### src/rtl/syscall_issue_ctrl_pkg.sv
// Shared definitions for the syscall issue stage: function codes, FSM state
// encodings and the default drain depth.
package syscall_issue_ctrl_pkg;

  localparam int unsigned DATA_W               = 32;
  localparam int unsigned CNT_W                = 4;
  localparam int unsigned DRAIN_CYCLES_DEFAULT = 3;

  // Syscall function codes carried in $v0
  localparam logic [DATA_W-1:0] SYSCALL_PRINT_INT = 32'd1;
  localparam logic [DATA_W-1:0] SYSCALL_EXIT      = 32'd10;
  localparam logic [DATA_W-1:0] SYSCALL_PUT_C     = 32'd11;

  typedef enum logic [1:0] {
    SYSCALL_ST_IDLE    = 2'd0,
    SYSCALL_ST_DRAIN   = 2'd1,
    SYSCALL_ST_ISSUE   = 2'd2,
    SYSCALL_ST_RELEASE = 2'd3
  } syscall_state_e;

endpackage

### src/rtl/syscall_issue_ctrl.sv
// Syscall issue sequencer: holds a decoded SYSCALL until older instructions
// have drained, then samples $v0/$a0 and fires one is_syscall pulse.
// Optional SYSCALL_COUNT_EN adds a 32-bit count of issued syscalls.
module syscall_issue_ctrl
  import syscall_issue_ctrl_pkg::*;
#(
  parameter int unsigned DRAIN_CYCLES = DRAIN_CYCLES_DEFAULT
) (
  input  logic              clock,
  input  logic              reset,
  input  logic              id_syscall_valid,
  input  logic              id_flush,
  input  logic [DATA_W-1:0] rf_v0,
  input  logic [DATA_W-1:0] rf_a0,
  output logic              stall,
  output logic              is_syscall,
  output logic [DATA_W-1:0] syscall_funct,
  output logic [DATA_W-1:0] syscall_param1
`ifdef SYSCALL_COUNT_EN
  ,
  output logic [DATA_W-1:0] syscall_count
`endif
);

  syscall_state_e   state_q, state_d;
  logic [CNT_W-1:0] count_q, count_d;
  logic             issue_d;
  logic             latch_en;

  // State and drain counter register
  always_ff @(posedge clock) begin
    if (reset) begin
      state_q <= SYSCALL_ST_IDLE;
      count_q <= '0;
    end else begin
      state_q <= state_d;
      count_q <= count_d;
    end
  end

  // Next-state, drain countdown and stall decode; stall is masked during reset
  always_comb begin
    state_d  = state_q;
    count_d  = count_q;
    stall    = 1'b0;
    issue_d  = 1'b0;
    latch_en = 1'b0;
    case (state_q)
      SYSCALL_ST_IDLE: begin
        if (id_syscall_valid && !id_flush) begin
          stall   = 1'b1;
          state_d = SYSCALL_ST_DRAIN;
          count_d = CNT_W'(DRAIN_CYCLES - 1);
        end
      end
      SYSCALL_ST_DRAIN: begin
        stall = 1'b1;
        if (id_flush) begin
          state_d = SYSCALL_ST_IDLE;
        end else if (count_q != '0) begin
          count_d = count_q - CNT_W'(1);
        end else begin
          latch_en = 1'b1;
          issue_d  = 1'b1;
          state_d  = SYSCALL_ST_ISSUE;
        end
      end
      SYSCALL_ST_ISSUE: begin
        stall   = 1'b1;
        state_d = SYSCALL_ST_RELEASE;
      end
      SYSCALL_ST_RELEASE: begin
        state_d = SYSCALL_ST_IDLE;
      end
      default: begin
        state_d = SYSCALL_ST_IDLE;
      end
    endcase
    if (reset) begin
      stall = 1'b0;
    end
  end

  // Registered request pulse and argument latches; arguments hold between syscalls
  always_ff @(posedge clock) begin
    if (reset) begin
      is_syscall     <= 1'b0;
      syscall_funct  <= '0;
      syscall_param1 <= '0;
    end else begin
      is_syscall <= issue_d;
      if (latch_en) begin
        syscall_funct  <= rf_v0;
        syscall_param1 <= rf_a0;
      end
    end
  end

`ifdef SYSCALL_COUNT_EN
  // Count of issued syscalls; squashed ones never reach ISSUE
  always_ff @(posedge clock) begin
    if (reset) begin
      syscall_count <= '0;
    end else if (state_q == SYSCALL_ST_ISSUE) begin
      syscall_count <= syscall_count + DATA_W'(1);
    end
  end
`endif

endmodule

### config.mk
export PLATFORM = sky130hd
export DESIGN_NAME = syscall_issue_ctrl
export DESIGN_NICKNAME = d
export VERILOG_FILES = /design/src/rtl/syscall_issue_ctrl_pkg.sv /design/src/rtl/syscall_issue_ctrl.sv
export SDC_FILE = /design/constraint.sdc
export NUM_CORES = 1
export LEC_CHECK = 0
export BUFFER_PORTS_ARGS = -buffer_cell sky130_fd_sc_hd__buf_2
export CORE_MARGIN = 3
export CORE_UTILIZATION = 46
export DETAILED_ROUTE_END_ITERATION = 10
export GPL_TIMING_DRIVEN = 0
export PLACE_DENSITY = 0.79
export SYNTH_ARGS = -nofsm -noshare
export SYNTH_HDL_FRONTEND = slang
export SYNTH_SLANG_ARGS = --single-unit
### constraint.sdc
create_clock -name clock -period 1.7 [get_ports clock]
set_input_delay 0 -clock clock [delete_from_list [all_inputs] [get_ports clock]]
set_output_delay 0 -clock clock [all_outputs]
set_load 0.005 [all_outputs]
---- Word level (Yosys, flattened, before mapping) ----
Cells that the tools add are included.
cells by class
  eq/ne operators ......................... 7
  reductions and logical operators ........ 8
  multiplexer cells ....................... 14
  add/sub/neg operators ................... 1
operators by type and width
  operator                                           count
  two-way mux 4 bit                                  3
  one-hot mux 2 bit (4 select lines)                 1
  one-hot mux 4 bit (2 select lines)                 1
  two-way mux 2 bit                                  3
  inequality test 2 bit (second input constant)      3
  two-way mux 1 bit                                  5
  == test 2 bit (second input constant)              2
  AND reduction 4 bit                                1
  nonzero test 4 bit                                 1
  subtractor 4 x 1 -> 4 bit (second input constant)  1
  inequality test 3 bit (second input constant)      1
  == test 2 x 1 -> 1 bit (second input constant)     1
  zero test 2 bit                                    1
  one-hot mux 1 bit (2 select lines)                 1
  AND reduction 2 bit                                1
  nonzero test 2 bit                                 1
  OR reduction 2 bit                                 1
  logical AND 1 bit                                  1
  zero test 1 bit                                    1
word-level totals
  output and inout bits ................... 66
  flip-flop bits (word level) ............. 71
  bits of input ports ..................... 68

---- Logic depth before layout (Yosys ltp) ----
Gate-level depths: netlist of run 1.
  depth after elaboration ................. 5
  mapped depth ............................ 8

---- Worst setup path before layout of run 1 ----
No wires, ideal clock.
  path type ............................... flip-flop to flip-flop
  start point ............................. register count_q[0]
  end point ............................... register syscall_funct[0]
  slack ................................... 0.142 ns
  cell stages (with the launch flop) ...... 9
  data arrival time ....................... 1.426 ns
  clock period less this slack ............ 1.558 ns
  data required time ...................... 1.568 ns
  library setup time ...................... 0.132 ns
  path through ............................ dfxtp_1 -> inv_1 -> ha_1 -> or3b_1 -> buf_2 -> buf_6 -> buf_6 -> o21ai_1 -> a21oi_1
between the ends
  word-level cells in the longest chain between the ends .. 4
RTL lines
  element                   RTL line                  source
  start: declaration        syscall_issue_ctrl.sv:26  logic [CNT_W-1:0] count_q, count_d;
  start signal: assignment  syscall_issue_ctrl.sv:37  count_q <= count_d;
  nonzero test 4 bit        syscall_issue_ctrl.sv:60  end else if (count_q != '0) begin
  two-way mux 1 bit         syscall_issue_ctrl.sv:60
  two-way mux 1 bit         syscall_issue_ctrl.sv:58  if (id_flush) begin
  two-way mux 1 bit         -
  end signal: assignment    syscall_issue_ctrl.sv:93  syscall_funct <= rf_v0;
  end: declaration          syscall_issue_ctrl.sv:17  output logic [DATA_W-1:0] syscall_funct,
Every way passes these cells.
A chain may end at the register's enable or synchronous reset.

---- Final worst setup path of run 1 ----
  start point ............................. register count_q[0]
  end point ............................... register syscall_param1[28]
between the ends
  word-level cells in the longest chain between the ends .. 4
RTL lines
  element                 RTL line                  source
  nonzero test 4 bit      syscall_issue_ctrl.sv:60
  two-way mux 1 bit       syscall_issue_ctrl.sv:60
  two-way mux 1 bit       syscall_issue_ctrl.sv:58
  two-way mux 1 bit       -
  end signal: assignment  syscall_issue_ctrl.sv:94  syscall_param1 <= rf_a0;
  end: declaration        syscall_issue_ctrl.sv:18  output logic [DATA_W-1:0] syscall_param1
Every way passes these cells.

==> results of run 1 <==
metrics by stage:
step / instances / area [µm²] / util [%] / setup WS, ps
final: 633 / 4680 / 78.6 / 12.7
after global routing: 633 / 4680 / 78.6 / -32.5
after CTS: 629 / 4510 / 75.7 / 0.597
after detailed placement: 549 / 3610 / 60.7 / -64.2
after global placement: 549 / 3610 / 60.7 / -54.7
after floorplan: 342 / 2860 / - / 142
repair_timing:
action	CTS	global route
buffers inserted	1	2
pin swaps	1	9
hold buffers	64	0
resized for setup	17	63
hold endpoints to repair	64	0
cloned	0	2
setup endpoints to repair	61	66
cell usage after synthesis, drive strengths merged:
cell / number
nor2: 1
a221oi: 1
o32ai: 1
o211ai: 1
nor3: 2
o22ai: 1
dfxtp: 71
inv: 6
o21a: 2
ha: 5
buf: 12
a41oi: 2
nand2b: 3
or3: 2
mux2i: 1
clkbuf: 26
o21ai: 64
a31oi: 1
nor3b: 1
a311oi: 1
nor2b: 2
a211oi: 5
nand3: 65
or3b: 1
a21oi: 65
sequential cells by signal, summed over array words and instances (netlist names), named ones only:
signal / count
is_syscall: 1
syscall_param1: 32
count_q: 4
syscall_funct: 32
state_q: 1
routing by layer:
metal	global-route usage (%)	up-vias
met3	5.92	29
met1	33.0	1606
met2	46.4	175
met5	0	-
met4	11.4	0
li1	-	1657
critical path: cells and delay by family (launching register included):
kind / cells / cell delay, ps
buffers and inverters: 4 / 480
DFF: 1 / 340
AOI/OAI and AO/OA: 2 / 230
and+or+nand+nor: 1 / 360
adders and majority gates: 1 / 130
cells in the final DEF, fill, tap and decap left out, drive strengths merged, types with 2 or more instances in the layout:
master	Yosys	layout
a211oi	5	5
nor3	2	2
nand2b	3	3
a21oi	65	65
dfxtp	71	71
clkbuf	26	37
nor2b	2	2
inv	6	6
o21a	2	2
o21ai	64	64
dlygate4sd3	0	64
or3	2	2
nand3	65	65
bufinv	0	2
ha	5	5
buf	12	150
a41oi	2	2
report_power, final:
part | switching (mW) | leakage (nW) | internal, mW
combinational | 1.23 | 1.34 | 0.961
clock | 0.598 | 0.114 | 0.907
sequential | 0.142 | 0.577 | 1.91
total | 1.97 | 2.03 | 3.78
kinds of logic after synthesis:
kind of cell    Yosys count  share of synthesized area, %
simple gates             77                          14.1
flops                    71                          49.7
mux                       1                         0.350
compound gates          144                          26.7
fa+ha+maj                 5                          2.19
buf+inv                  44                          6.96
area by class of cell:
| class | count | share of cell area (%) |
|---|---|---|
| Buffer | 37 | 4.97 |
| Clock buffer | 13 | 3.40 |
| Clock inverter | 3 | 1.39 |
| Inverter | 6 | 0.481 |
| Multi-Input combinational cell | 227 | 27.9 |
| Sequential cell | 71 | 30.5 |
| Tap cell | 75 | 2.01 |
| Timing Repair Buffer | 201 | 29.4 |
path summary, 6_finish.rpt:
| check | from | end | depth (start not counted) | slack (ps) |
|---|---|---|---|---|
| setup reg to reg | count_q[0]$_SDFFE_PP0P_ | syscall_param1[28]$_SDFFE_PP0P_ | 8 | 10 |
| setup / recovery | count_q[0]$_SDFFE_PP0P_ | syscall_param1[28]$_SDFFE_PP0P_ | 8 | 10 |
| hold reg to reg | syscall_funct[3]$_SDFFE_PP0P_ | syscall_funct[3]$_SDFFE_PP0P_ | 2 | 470 |
| hold / removal | id_flush | count_q[2]$_SDFFE_PP0P_ | 3 | 80 |
==> qor.txt, run 1 <==
Worst Skew = 9.90 ps
Crit start category = register
N_diodes = 0
Worst-Margin Slew = 576 ps
Initial Utilization = 48.0%
Post-synthesis sequential area ratio = 49.7%
Row count = 28
Vias in the first global route = 3364
Tightest Hold Check Type = input pin to register
Chip Height = 84.8 µm
Gate Count Post-Synth = 342
Die Span X = 84.8 µm
CTS Sinks = 71
Leak = 2.03 nW
DR WL/cell = 16.2 µm
CP endpoint kind = register
Total power = 5.75 mW
Vias after detailed routing = 3467
Post-DR vias/cell = 5.48
Relative slew margins = 61.6%
CTS Buf Count = 9
Slowest stage delay, CP = 360 ps
Max Clk Rate = 593 MHz
CTS tree = done
CP Data Required Time = 1890 ps
Largest net degree at the start of global routing = 20
Final #Nets = 626
Status = completed
Fin crit period = 1690 ps
Final TNS setup = 0 ps
Clock Root Buffer = clkbuf_8
Met2 wire length = 4.97 mm
Clock Latency Late Sink = 330 ps
Minimum hold slack = 85.0 ps
GR Util All Layers = 27.1%
Critical path class = register to register
Die footprint = 7200 µm²
Core area = 5960 µm²
Drt total wl = 10.2 mm
Initial antenna violation count = 0
Hold Vio Cnt, Final = 0
Final setup viols = 0
Layout fillers = 412
H-tree depth = 3
First-pass detailed-route iteration total = 5
Pwr per Cell Area = 1230 nW/µm²
Area of the multi-input gates = 1310 µm²
Final ANT Viol Nets = 0
Top cells by area, synth = dfxtp_1 (50%), a21oi_1 (11%), nand3_1 (11%)
Max Cap Viol = 0
Synthesis-stage register bit count = 71
Syn avg cell area = 8.36 µm²
Synth top area share = 49.7%
Met1 WL = 4.16 mm
Final period utilization = 99.3%
Dominant cell type by area after synthesis = dfxtp_1
Mapped Nets = 415
Critical path cell sequence = inv_2 -> ha_4 -> or3b_1 -> buf_6 -> buf_8 -> buf_12 -> o21ai_2 -> a21oi_1
Worst vdd ir = 0.000776 V
Library cells used by synthesis = 29
Synthesis Warnings = 0
Synth Cell Area = 2860 µm²
Layout cells sized above 1 = 35.3%
First-pass GRT wire length = 16.0 mm
Met3 Routed Length = 789 µm
Post-DP HPWL = 5.78 mm
Register area = 1430 µm²
Critical path arrival = 1880 ps
Crit-path max FO = 7
Slowest cell on crit path = or3b_1
Area Overhead vs Synth = 63.7%
# port buffers = 132
CTS max path bufs = 2
Total grt overflow = 0
Routability cong. = 0.862
RSZ-0062 raised after global routing = yes
DRC = 0
Register clock-pin slew on the reported worst setup and hold paths = 70 ps
Slew Viols, Final = 0
Highest routed metal layer = met4
Ports = 134
DR iter-0 viols = 192
(Power assumes the default switching activity.)
==> inputs of run 2 (changes only) <==
Clock period 1.7 ns to 1.6 ns, I/O delays scaled along.
==> run 2 against run 1 <==
  * The run now ends with setup timing left
  * First-iteration DRC count down 3.1%
  * Final area increased by 4.2%
  * Clock power increased by 6%
  * Sequential share of layout area decreased by 1.2 points
  * Clock skew is 0.83 ps higher
  * Combinational power grew 21%
  * Setup slack worse by 78 ps
  * Routed wire length increased by 5.5%
  * Fmax increased by 1.3%
  * Via count rose by 2.0%
  * Clock-buffer cell count stayed put
  * Non-clock buffer count is 7 higher
  * Largest cell class unchanged
  * Highest routed layer unchanged
==> qor.txt, run 2 (synthesis results as in run 1) <==
RSZ-0062 raised after global routing = yes
Clock Latency Late Sink = 340 ps
Register clock-pin slew on the reported worst setup and hold paths = 70 ps
N_diodes = 0
Post-DR vias/cell = 5.53
Place WS = -164 ps
DP Area = 3610 µm²
H-tree depth = 3
Total grt overflow = 0
Final std cells w/o fill = 640
Row count = 28
FF-to-FF path depth = 8
Failing checks = setup timing
Core area = 5960 µm²
Final TNS setup = -533 ps
CTS max path bufs = 2
Die Span X = 84.8 µm
Initial Utilization = 48.0%
Relative slew margins = 58.9%
Worst-Margin Slew = 617 ps
Tightest Hold Check Type = input pin to register
Worst Skew = 10.7 ps
Max Cap Viol = 0
# port buffers = 132
CTS Buf Count = 9
Initial antenna violation count = 0
Largest net degree at the start of global routing = 12
Crit-path max FO = 7
Final ANT Viol Nets = 0
Vias after detailed routing = 3538
Final #Nets = 633
DR WL/cell = 16.9 µm
Total power = 6.45 mW
CTS Sinks = 71
Fin crit period = 1670 ps
Chip Height = 84.8 µm
Status = finished, violations left
Post-route cell area = 4880 µm²
Routability cong. = 0.862
Ports = 134
Most frequent cells in the layout = buf_2 (132), dfxtp_1 (67), nand3_1 (65)
Die footprint = 7200 µm²
Pwr per Cell Area = 1320 nW/µm²
Top Registers = syscall_funct: 32 flops, syscall_param1: 32 flops, count_q: 4 flops
Hold Vio Cnt, Final = 0
Commonest non-fill, non-tap cell in the layout = buf_2
R2r setup slk = -70 ps
CP Data Required Time = 1800 ps
Final period utilization = 104%
GR Util All Layers = 27.2%
Layout cells sized above 1 = 40.2%
Critical path class = register to register
Crit start category = register
CP endpoint kind = register
Worst vdd ir = 0.000869 V
DR iter-0 viols = 186
Setup WS post-layout = -65.4 ps
Finished Core Util = 81.9%
Clock Root Buffer = clkbuf_8
Post-DP HPWL = 5.78 mm
Leak = 2.09 nW
Hold Path Depth = 3
Final setup viols = 21
Vias in the first global route = 3369
Max Clk Rate = 600 MHz
Placed cell count = 549
CTS tree = done
DRC = 0
First-pass detailed-route iteration total = 4
Drt total wl = 10.8 mm
Critical path arrival = 1870 ps
Slew Viols, Final = 0
Layout fillers = 382
First-pass GRT wire length = 16.1 mm
Area Overhead vs Synth = 70.5%
Minimum hold slack = 90.0 ps
==> run 2: power by group <==
part | leakage (nW) | internal (mW) | switching, mW
Sequential | 0.577 | 2.03 | 0.170
Combinational | 1.40 | 1.20 | 1.45
Clock | 0.114 | 0.963 | 0.632
==> run 2: area by class of cell <==
| type | count | area (µm²) | share of cell area [%] |
|---|---|---|---|
| inverters | 6 | 22.5 | 0.462 |
| repair buffers | 207 | 1430 | 29.4 |
| clock inverters | 3 | 65.1 | 1.33 |
| flip-flops and latches | 71 | 1430 | 29.3 |
| clock buffers | 13 | 159 | 3.26 |
| multi-input cells | 227 | 1410 | 28.9 |
| plain buffers | 38 | 270 | 5.54 |
| well taps | 75 | 93.8 | 1.92 |
==> run 2: critical path, cell delays in order, from the launching register on <==
cell	delay (ps)
dfxtp_2	330
inv_2	70
ha_4	130
or3b_1	350
buf_6	150
buf_12	130
buf_12	130
o21ai_1	140
a21oi_1	90
==> run 2: path summary, 6_finish.rpt <==
path	from	end
hold / removal	id_flush	count_q[2]$_SDFFE_PP0P_
setup reg to reg	count_q[1]$_SDFFE_PP0P_	syscall_funct[1]$_SDFFE_PP0P_
hold reg to reg	syscall_funct[3]$_SDFFE_PP0P_	syscall_funct[3]$_SDFFE_PP0P_
setup / recovery	count_q[1]$_SDFFE_PP0P_	syscall_funct[1]$_SDFFE_PP0P_
==> run 2: timing repair <==
action | CTS | global route
setup buffers | 2 | 7
hold endpoints to repair | 64 | 0
gates cloned | 0 | 2
hold buffers | 64 | 0
gates resized for setup | 63 | 66
endpoints found under the setup margin | 71 | 71
pin swaps | 2 | 13
==> run 2: layer usage <==
| metal | vias to the layer above | track usage (%) | share of wire (%) | wire length, µm |
|---|---|---|---|---|
| met4 | 0 | 11.2 | 2.9 | 316 |
| li1 | 1689 | - | - | - |
| met2 | 165 | 47.0 | 50 | 5400 |
| met1 | 1657 | 32.8 | 40 | 4350 |
| met5 | - | 0 | 0 | 0 |
| met3 | 27 | 5.83 | 6.7 | 724 |
